<file path="config.mk">
export PLATFORM = sky130hd
export DESIGN_NAME = pll_mode_reconfig_flat
export DESIGN_NICKNAME = d
export VERILOG_FILES = /design/src/rtl/pll_reconfig_pkg.sv /design/src/rtl/pll_mode_reconfig_if.sv /design/src/rtl/pll_mode_reconfig_sync_stable.sv /design/src/rtl/pll_mode_reconfig.sv /design/src/flat_wrapper.sv
export SDC_FILE = /design/constraint.sdc
export NUM_CORES = 1
export LEC_CHECK = 0
export ABC_CLOCK_PERIOD_IN_PS = 1800
export CORE_MARGIN = 2
export CORE_UTILIZATION = 39
export CTS_CLUSTER_SIZE = 20
export DETAILED_ROUTE_END_ITERATION = 10
export HOLD_SLACK_MARGIN = 0.03
export PLACE_DENSITY = 0.88
export SYNTH_ARGS = -nofsm -noshare
export SYNTH_HDL_FRONTEND = slang
export SYNTH_HIERARCHICAL = 1
export SYNTH_SLANG_ARGS = --single-unit
</file>
<file path="constraint.sdc">
create_clock -name clk_sys -period 1.8 [get_ports clk_sys]
set_input_delay 0.54 -clock clk_sys [delete_from_list [all_inputs] [get_ports clk_sys]]
set_output_delay 0.54 -clock clk_sys [all_outputs]
set_load 0.05 [all_outputs]
</file>
<file path="src/rtl/pll_reconfig_pkg.sv">
// rtl/pll_reconfig_pkg.sv - shared states and register map for the PLL mode reconfiguration sequencer
package pll_reconfig_pkg;

    typedef enum logic [2:0] {
        ST_IDLE,
        ST_WR_MODE,
        ST_WR_FRAC,
        ST_WR_START,
        ST_SETTLE,
        ST_WAIT_LOCK
    } state_t;

    localparam logic [5:0] REG_MODE  = 6'd0;
    localparam logic [5:0] REG_START = 6'd2;
    localparam logic [5:0] REG_FRAC  = 6'd7;

    // Mode register value selecting waitrequest mode in the reconfig IP
    localparam logic [31:0] PLL_MODE_WAITREQ = 32'd0;

endpackage

</file>
<file path="src/rtl/pll_mode_reconfig_if.sv">
// rtl/pll_mode_reconfig_if.sv - Avalon-MM management write port of the PLL reconfig IP
interface pll_mode_reconfig_if;

    logic        mgmt_write;
    logic [5:0]  mgmt_address;
    logic [31:0] mgmt_writedata;
    logic        mgmt_waitrequest;

    modport master (
        output mgmt_write,
        output mgmt_address,
        output mgmt_writedata,
        input  mgmt_waitrequest
    );

    modport slave (
        input  mgmt_write,
        input  mgmt_address,
        input  mgmt_writedata,
        output mgmt_waitrequest
    );

endinterface

</file>
<file path="src/rtl/pll_mode_reconfig_sync_stable.sv">
// rtl/pll_mode_reconfig_sync_stable.sv - multi-flop synchroniser with a hold-time stability qualifier
module sync_stable #(
    parameter int WIDTH  = 1,
    parameter int STAGES = 2,
    parameter int HOLD   = 1
) (
    input  logic             clk_sys,
    input  logic             reset,
    input  logic [WIDTH-1:0] d,
    output logic [WIDTH-1:0] value,
    output logic             load
);

    localparam int CW = $clog2(HOLD + 1);

    logic [STAGES-1:0][WIDTH-1:0] chain;
    logic [WIDTH-1:0]             held;
    logic [CW-1:0]                cnt;
    logic [WIDTH-1:0]             sync_out;

    assign sync_out = chain[STAGES-1];

    // cnt starts saturated so a quiet input after reset never produces a load
    always_ff @(posedge clk_sys or negedge reset) begin
        if (!reset) begin
            chain <= '0;
            held  <= '0;
            cnt   <= CW'(HOLD);
        end else begin
            chain <= {chain[STAGES-2:0], d};
            if (sync_out != held) begin
                held <= sync_out;
                cnt  <= '0;
            end else if (cnt != CW'(HOLD)) begin
                cnt <= cnt + 1'b1;
            end
        end
    end

    assign value = held;
    assign load  = (sync_out == held) && (cnt == CW'(HOLD - 1));

endmodule

</file>
<file path="src/rtl/pll_mode_reconfig.sv">
// rtl/pll_mode_reconfig.sv - sequences PLL fractional-K reconfiguration on a qualified mode request
module pll_mode_reconfig
    import pll_reconfig_pkg::*;
#(
    parameter int NUM_MODES     = 4,
    parameter int MODE_W        = $clog2(NUM_MODES),
    parameter int INIT_MODE     = 0,
    parameter int SYNC_STAGES   = 2,
    parameter int STABLE_CYCLES = 4,
    parameter int SETTLE_CYCLES = 64,
    parameter int LOCK_TIMEOUT  = 1000000
) (
    input  logic                    clk_sys,
    input  logic                    reset,
    input  logic [MODE_W-1:0]       mode_req,
    input  logic [NUM_MODES*32-1:0] frac_table,
    input  logic                    pll_locked,
    pll_mode_reconfig_if.master     mgmt,
    output logic                    busy,
    output logic                    done,
    output logic                    lock_err,
    output logic [MODE_W-1:0]       active_mode
);

    localparam int CNT_LIM = (SETTLE_CYCLES > LOCK_TIMEOUT) ? SETTLE_CYCLES : LOCK_TIMEOUT;
    localparam int CNT_W   = $clog2(CNT_LIM + 1);
    localparam logic [MODE_W:0] NUM_MODES_W = (MODE_W + 1)'(NUM_MODES);

    state_t              state_q, state_n;
    logic                write_q, write_n;
    logic [5:0]          addr_q, addr_n;
    logic [31:0]         data_q, data_n;
    logic                busy_q, busy_n;
    logic                done_q, done_n;
    logic                err_q, err_n;
    logic [MODE_W-1:0]   active_q, active_n;
    logic [MODE_W-1:0]   target_q, target_n;
    logic [MODE_W-1:0]   pend_q, pend_n;
    logic                pend_v_q, pend_v_n;
    logic [CNT_W-1:0]    cnt_q, cnt_n;

    logic [MODE_W-1:0]   req_value;
    logic                req_load;
    logic                req_ok;
    logic                lock_value;
    logic                lock_load;
    logic                lock_q;

    logic [31:0]         frac_sel;
    logic [5:0]          wr_addr;
    logic [31:0]         wr_data;
    state_t              wr_next;

    sync_stable #(
        .WIDTH  (MODE_W),
        .STAGES (SYNC_STAGES),
        .HOLD   (STABLE_CYCLES)
    ) u_req_sync (
        .clk_sys (clk_sys),
        .reset   (reset),
        .d       (mode_req),
        .value   (req_value),
        .load    (req_load)
    );

    sync_stable #(
        .WIDTH  (1),
        .STAGES (2),
        .HOLD   (1)
    ) u_lock_sync (
        .clk_sys (clk_sys),
        .reset   (reset),
        .d       (pll_locked),
        .value   (lock_value),
        .load    (lock_load)
    );

    always_ff @(posedge clk_sys or negedge reset) begin
        if (!reset) begin
            lock_q <= 1'b0;
        end else if (lock_load) begin
            lock_q <= lock_value;
        end
    end

    // Qualification uses active_mode as it stands now, even mid-sequence
    assign req_ok = req_load && ({1'b0, req_value} < NUM_MODES_W) && (req_value != active_q);

    always_comb begin
        frac_sel = '0;
        for (int i = 0; i < NUM_MODES; i++) begin
            if (target_q == MODE_W'(i)) begin
                frac_sel = frac_table[32*i +: 32];
            end
        end
    end

    always_comb begin
        wr_addr = REG_MODE;
        wr_data = PLL_MODE_WAITREQ;
        wr_next = ST_WR_FRAC;
        case (state_q)
            ST_WR_FRAC: begin
                wr_addr = REG_FRAC;
                wr_data = frac_sel;
                wr_next = ST_WR_START;
            end
            ST_WR_START: begin
                wr_addr = REG_START;
                wr_data = 32'd0;
                wr_next = ST_SETTLE;
            end
            default: ;
        endcase
    end

    always_ff @(posedge clk_sys or negedge reset) begin
        if (!reset) begin
            state_q  <= ST_IDLE;
            write_q  <= 1'b0;
            addr_q   <= '0;
            data_q   <= '0;
            busy_q   <= 1'b0;
            done_q   <= 1'b0;
            err_q    <= 1'b0;
            active_q <= MODE_W'(INIT_MODE);
            target_q <= '0;
            pend_q   <= '0;
            pend_v_q <= 1'b0;
            cnt_q    <= '0;
        end else begin
            state_q  <= state_n;
            write_q  <= write_n;
            addr_q   <= addr_n;
            data_q   <= data_n;
            busy_q   <= busy_n;
            done_q   <= done_n;
            err_q    <= err_n;
            active_q <= active_n;
            target_q <= target_n;
            pend_q   <= pend_n;
            pend_v_q <= pend_v_n;
            cnt_q    <= cnt_n;
        end
    end

    always_comb begin
        state_n  = state_q;
        write_n  = write_q;
        addr_n   = addr_q;
        data_n   = data_q;
        busy_n   = busy_q;
        done_n   = 1'b0;
        err_n    = err_q;
        active_n = active_q;
        target_n = target_q;
        pend_n   = pend_q;
        pend_v_n = pend_v_q;
        cnt_n    = cnt_q;

        unique case (state_q)
            ST_IDLE: begin
                if (pend_v_q) begin
                    target_n = pend_q;
                    pend_v_n = 1'b0;
                    busy_n   = 1'b1;
                    state_n  = ST_WR_MODE;
                end
            end
            // Each write spends one idle cycle with the strobe low before asserting it
            ST_WR_MODE, ST_WR_FRAC, ST_WR_START: begin
                if (!write_q) begin
                    write_n = 1'b1;
                    addr_n  = wr_addr;
                    data_n  = wr_data;
                end else if (!mgmt.mgmt_waitrequest) begin
                    write_n = 1'b0;
                    state_n = wr_next;
                    if (state_q == ST_WR_START) begin
                        active_n = target_q;
                        cnt_n    = '0;
                    end
                end
            end
            ST_SETTLE: begin
                if (cnt_q == CNT_W'(SETTLE_CYCLES - 1)) begin
                    cnt_n   = '0;
                    state_n = ST_WAIT_LOCK;
                end else begin
                    cnt_n = cnt_q + 1'b1;
                end
            end
            ST_WAIT_LOCK: begin
                if (lock_q) begin
                    done_n  = 1'b1;
                    err_n   = 1'b0;
                    busy_n  = 1'b0;
                    state_n = ST_IDLE;
                end else if (cnt_q == CNT_W'(LOCK_TIMEOUT - 1)) begin
                    err_n   = 1'b1;
                    busy_n  = 1'b0;
                    state_n = ST_IDLE;
                end else begin
                    cnt_n = cnt_q + 1'b1;
                end
            end
            default: begin
                state_n = ST_IDLE;
            end
        endcase

        // A fresh qualified request wins over the pending clear in IDLE
        if (req_ok) begin
            pend_n   = req_value;
            pend_v_n = 1'b1;
        end
    end

    assign mgmt.mgmt_write     = write_q;
    assign mgmt.mgmt_address   = addr_q;
    assign mgmt.mgmt_writedata = data_q;
    assign busy                = busy_q;
    assign done                = done_q;
    assign lock_err            = err_q;
    assign active_mode         = active_q;

endmodule

</file>
<file path="src/flat_wrapper.sv">
// flat-port wrapper written by rule: the top's interface ports become plain ports
module pll_mode_reconfig_flat import pll_reconfig_pkg::*;
#(
    parameter int NUM_MODES     = 4,
    parameter int MODE_W        = $clog2(NUM_MODES),
    parameter int INIT_MODE     = 0,
    parameter int SYNC_STAGES   = 2,
    parameter int STABLE_CYCLES = 4,
    parameter int SETTLE_CYCLES = 64,
    parameter int LOCK_TIMEOUT  = 1000000
)
  (clk_sys, reset, mode_req, frac_table, pll_locked, busy, done, lock_err, active_mode, mgmt_mgmt_write, mgmt_mgmt_address, mgmt_mgmt_writedata, mgmt_mgmt_waitrequest);
  pll_mode_reconfig_if mgmt_i ();
  input  logic clk_sys;
  input  logic reset;
  input  logic [MODE_W-1:0] mode_req;
  input  logic [NUM_MODES*32-1:0] frac_table;
  input  logic pll_locked;
  output logic busy;
  output logic done;
  output logic lock_err;
  output logic [MODE_W-1:0] active_mode;
  output wire logic [$bits(mgmt_i.mgmt_write)-1:0] mgmt_mgmt_write;
  output wire logic [$bits(mgmt_i.mgmt_address)-1:0] mgmt_mgmt_address;
  output wire logic [$bits(mgmt_i.mgmt_writedata)-1:0] mgmt_mgmt_writedata;
  input wire logic [$bits(mgmt_i.mgmt_waitrequest)-1:0] mgmt_mgmt_waitrequest;
  assign mgmt_mgmt_write = mgmt_i.mgmt_write;
  assign mgmt_mgmt_address = mgmt_i.mgmt_address;
  assign mgmt_mgmt_writedata = mgmt_i.mgmt_writedata;
  assign mgmt_i.mgmt_waitrequest = mgmt_mgmt_waitrequest;
  pll_mode_reconfig #(.NUM_MODES(NUM_MODES), .MODE_W(MODE_W), .INIT_MODE(INIT_MODE), .SYNC_STAGES(SYNC_STAGES), .STABLE_CYCLES(STABLE_CYCLES), .SETTLE_CYCLES(SETTLE_CYCLES), .LOCK_TIMEOUT(LOCK_TIMEOUT)) u_core (.clk_sys(clk_sys), .reset(reset), .mode_req(mode_req), .frac_table(frac_table), .pll_locked(pll_locked), .mgmt(mgmt_i), .busy(busy), .done(done), .lock_err(lock_err), .active_mode(active_mode));
endmodule
</file>
After elaboration in Yosys (flattened, before gate mapping)

Index checks and enable logic that the tools add are counted.

Register bits after elaboration: 86
Bits of input ports: 134
Output and inout port bits: 44

$add $sub $neg: 3
Equal/unequal tests: 25
Multiplexer cells: 37
Bitwise logic cells: 3
Reduce and logical (&&, ||, !) cells: 18

Operators by type and width:

| cell                    | number |
|---|---|
| $mux W32                | 5 |
| $mux W20                | 6 |
| $pmux W20 S3            | 1 |
| $mux W3                 | 8 |
| $add A20 B1 Y20 const B | 1 |
| $eq A20 B20 Y1 const B  | 1 |
| $eq A20 B6 Y1 const B   | 1 |
| $mux W1                 | 13 |
| $pmux W3 S2             | 2 |
| $pmux W3 S4             | 1 |
| $eq A3 B2 Y1 const B    | 3 |
| $ne A2 B1 Y1 const B    | 4 |
| $reduce_bool A2 Y1      | 4 |
| $eq A3 B3 Y1 const B    | 2 |
| $ne A2 B2 Y1 const B    | 3 |
| $reduce_and A2 Y1       | 3 |
| $reduce_and A6 Y1       | 1 |
| $reduce_and A5 Y1       | 1 |
| $eq A2 B2 Y1 const B    | 2 |
| $ne A2 B2 Y1            | 2 |
| $reduce_and A4 Y1       | 1 |
| $add A3 B1 Y3 const B   | 1 |
| $eq A3 B1 Y1 const B    | 1 |
| $logic_and A1 B1 Y1     | 3 |
| 14 further kinds        | 16 |

Longest topological paths before layout

Depth in word-level cells: 6
Depth in mapped cells: 8
Depth with buffers taken out: 6

By module

The synthesis kept the hierarchy.

Modules (own cells, without submodules):

| module                            | instances | cells each | area an instance (um^2) | sequential area each (um^2) |
|---|---|---|---|---|
| pll_mode_reconfig                 | 1         | 312        | 3822.4                  | 1726.7 |
| sync_stable at u_core.u_req_sync  | 1         | 28         | 397.9                   | 226.5 |
| sync_stable at u_core.u_lock_sync | 1         | 7          | 120.1                   | 101.3 |

Worst setup path after synthesis

OpenSTA, ideal clock, no wires.

Path kind: reg-to-reg
Start: reg u_core.write_q (netlist: u_core/mgmt.mgmt_write)
End: reg u_core.cnt_q[4]
Library setup time: 78 ps
Arrival time: 1926 ps
Data required time: 1722 ps
Setup slack: -204 ps
Cell stages (with the launch flop): 7
Period minus slack after synthesis: 2004 ps
Cells stage by stage: dfrtp_1 -> nand3b_2 -> o22a_1 -> a31o_2 -> buf_2 -> or3_1 -> a21oi_1

Word-level cells in the longest chain between the ends: 2

RTL lines:

| item                        | line                     | text |
|---|---|---|
| start, declared             | pll_mode_reconfig.sv:30  | `logic write_q, write_n;` |
| start signal, assigned      | pll_mode_reconfig.sv:133 | `write_q <= write_n;` |
| $ne A2 B1 Y1 (no line)      | n/a                      |  |
| $reduce_and A6 Y1 (no line) | n/a                      |  |
| end signal, assigned        | pll_mode_reconfig.sv:143 | `cnt_q <= cnt_n;` |
| end, declared               | pll_mode_reconfig.sv:40  | `logic [CNT_W-1:0] cnt_q, cnt_n;` |

Every way passes these cells.
A chain may end at the register's enable or synchronous reset.

Final worst setup path

Start: reg u_core.cnt_q[6]
End: reg u_core.cnt_q[18]

Word-level cells in the longest chain between the ends: 4

RTL lines:

| item            | line                                               | text |
|---|---|---|
| $add A20 B1 Y20 | pll_mode_reconfig.sv:190, pll_mode_reconfig.sv:204 |  |
| $mux W20        | pll_mode_reconfig.sv:199                           | `end else if (cnt_q == CNT_W'(LOCK_TIMEOUT - 1)) begin` |
| $mux W20        | pll_mode_reconfig.sv:194                           | `if (lock_q) begin` |
| $pmux W20 S3    | pll_mode_reconfig.sv:161                           | `unique case (state_q)` |

Parallel ways exist; a longest one is shown, timed or not. The select of a mux whose other input is x is not followed.

==> metrics.cfg <==
[flow_run]
drv_cap = 0

[power]
ir_worst_vdd_mv = 0.3196
switching_share = 0.2371
power_frac_comb = 0.134
clockPowerShare = 0.343
p_int_mw = 2.765
p_per_area_nw_per_um2 = 512.2
power_frac_seq = 0.523
p_sw_uw = 859.4
p_leak_nw = 2.982

[placed_design]
hpwl_mm = 10.04
post-place-ws_ns = -0.5617
gp_congestion = 0.8409
portBuffers = 174

[finish]
area_growth_pct = 63.04
final_util = 0.6528
drive_above_1_share = 0.3405
diodes = 0
multi_input_area_um2 = 2208
fillers = 805
nNetsFinal = 694
regArea_um2 = 2058

[cts]
clk_path_buf_depth = 2
clk_latency_ns = 0.35
clkTransAtPathRegs_ns = 0.09
htreeDepth = 3
cts_root_buf = clkbuf_8
cts_buffers = 9
cts_tree = done
cts_sinks = 82

[synthesis]
synth_commonest_cells = dfrtp_1 (80), a22o_1 (33), mux4_2 (32)
ys_types = 50
synthCells = 347
yosysMostFrequentCell = dfrtp_1
synth_edf_count = 0
synth_top_cell_by_area = dfrtp_1
synth_area_um2 = 4340
yosysSeqAreaShare = 0.4733
synth_top_area_share = 0.4612
synth_area_leaders = dfrtp_1 (46%), mux4_2 (17%), a22o_1 (6.7%)
synth-async-reset-ratio = 1.000
ys_ff_latch = 82
postSynthAreaPerCell_um2 = 12.51
ys.flop_type = dfrtp_1
yosysWarningCount = 6

[global_route]
grt_overflow = 0
grt_pass1_vias = 4119
grt_max_degree = 83
grt_usage = 0.2162
antenna_found_initial = 0
grt_first_pass_wirelength_mm = 19.85

[sta]
hold_violations = 0
fmax_mhz = 535.8
finalClockSkew_ns = 0.009429
setup_viol = 18
rsz0062_at_grt = true
min_period_over_period = 1.037
fin_crit_ns = 1.866
slew_violations = 0
timing.final.ws_setup_ns = -0.06643

[critical_path]
reg2reg_depth = 7
required_ns = 2.04
arrival_ns = 2.11
critical_path_class = reg -> reg
end_kind = flop
setup.worst_path.start_class = flop
critPathMaxFanout = 17

[floorplanning]
ios = 178
die_x_um = 109.5
die_h_um = 109.5
dieArea_um2 = 11990
rows = 38
start_util = 0.4004
core_um2 = 10840

[drt]
vias = 3830
drt.antenna.violating_nets = 0
wl_per_cell_um = 18.35
drc_errors = 0
routed_wl_mm = 12.87
drtPass1Iterations = 6
drt_iter0_markers = 145
vias_per_cell = 5.464

[worst_hold_path]
min_path_type = in -> async

[outcome]
outcome = finished with violations
violations = negative setup slack

## through the flow
| step | hold slack, ns | cells | power [mW] | TNS (ns) | cell area (um^2) |
|---|---|---|---|---|---|
| floorplan | 0.2444 | 349 | 2.061 | -0.06968 | 4369 |
| global placement | 0.3338 | 678 | 2.396 | -8.334 | 6751 |
| detailed placement | 0.3396 | 678 | 2.420 | -9.410 | 6751 |
| CTS | 0.2152 | 696 | 3.664 | -0.1028 | 6978 |
| global route | 0.2084 | 701 | 3.797 | -2.091 | 7077 |
| finish | 0.1682 | 701 | 3.625 | -0.9304 | 7077 |
## kinds of logic after synthesis
logic type,synth area share
xor+xnor,0.02767
fa+ha+maj,0.01153
compound gates,0.1352
flops,0.4733
simple gates,0.1208
buf+inv,0.04381
mux,0.1868
other cells,0.0008640
## worst paths after layout
check                                                      from                                       to  slack (ns)
min in group clk_sys       u_core/u_req_sync/chain[0]$_DFF_PN0_  u_core/u_req_sync/sync_out[0]$_DFF_PN0_        0.36
min                                                       reset             u_core/cnt_q[19]$_DFFE_PN0P_        0.17
max                                 u_core/cnt_q[6]$_DFFE_PN0P_             u_core/cnt_q[18]$_DFFE_PN0P_       -0.07
max in group asynchronous                                 reset         u_core/u_lock_sync/cnt$_DFF_PN1_        1.23
max reg2reg                         u_core/cnt_q[6]$_DFFE_PN0P_             u_core/cnt_q[18]$_DFFE_PN0P_       -0.07
min reg2reg                u_core/u_req_sync/chain[0]$_DFF_PN0_  u_core/u_req_sync/sync_out[0]$_DFF_PN0_        0.36
## per-layer routing
metal	up-vias	track usage	wire, um
met4	0	0.06510	288
met2	144	0.4083	7402
met1	1926	0.2408	4445
li1	1738	-	-
met5	-	0	0
met3	22	0.04801	731
## registers in the layout (all words and copies together) (netlist names), 3 cells and up
name / flops
u_core/u_req_sync/cnt: 3
u_core/cnt_q: 20
u_core/mgmt.mgmt_writedata: 32
u_core/state_q: 3
## layout by cell type, fill, tap and decap left out, drive strengths merged, types with 9 or more instances in the layout
cell / instances
clkdlybuf4s50: 131
buf: 95
dfrtp: 80
mux4: 32
clkbuf: 10
a21oi: 16
o21ai: 9
a22o: 33
nor2: 15
o31ai: 9
nand2: 23
## power by group through the flow
stage	logic (mW)	clock network (mW)	registers, mW
after global placement	0.466	0	1.93
after floorplan	0.133	0	1.93
after detailed placement	0.488	0	1.93
final	0.487	1.24	1.90
after CTS	0.489	1.28	1.90
after global routing	0.522	1.38	1.90
## worst max-delay path: stages (launching register included)
cell     delay [ns]
dfrtp_1        0.43
nor4_2         0.33
and4_4         0.28
buf_4          0.12
nand4_1        0.19
nand2_2        0.17
buf_12         0.16
nor2_1         0.06
## cell type report
cell class / instances / area share
clock buffers: 10 / 0.01945
clock inverters: 6 / 0.007072
inverters: 7 / 0.003713
multi-input cells: 229 / 0.3121
flip-flops and latches: 82 / 0.2908
well taps: 140 / 0.02475
repair buffers: 227 / 0.3421
## repair_timing
action,in CTS,in global routing
setup endpoints to repair,21,21
pin swaps,0,7
setup buffers,2,5
hold buffers,0,0
gates resized for setup,8,15
Power figures use the tool's default switching activity.
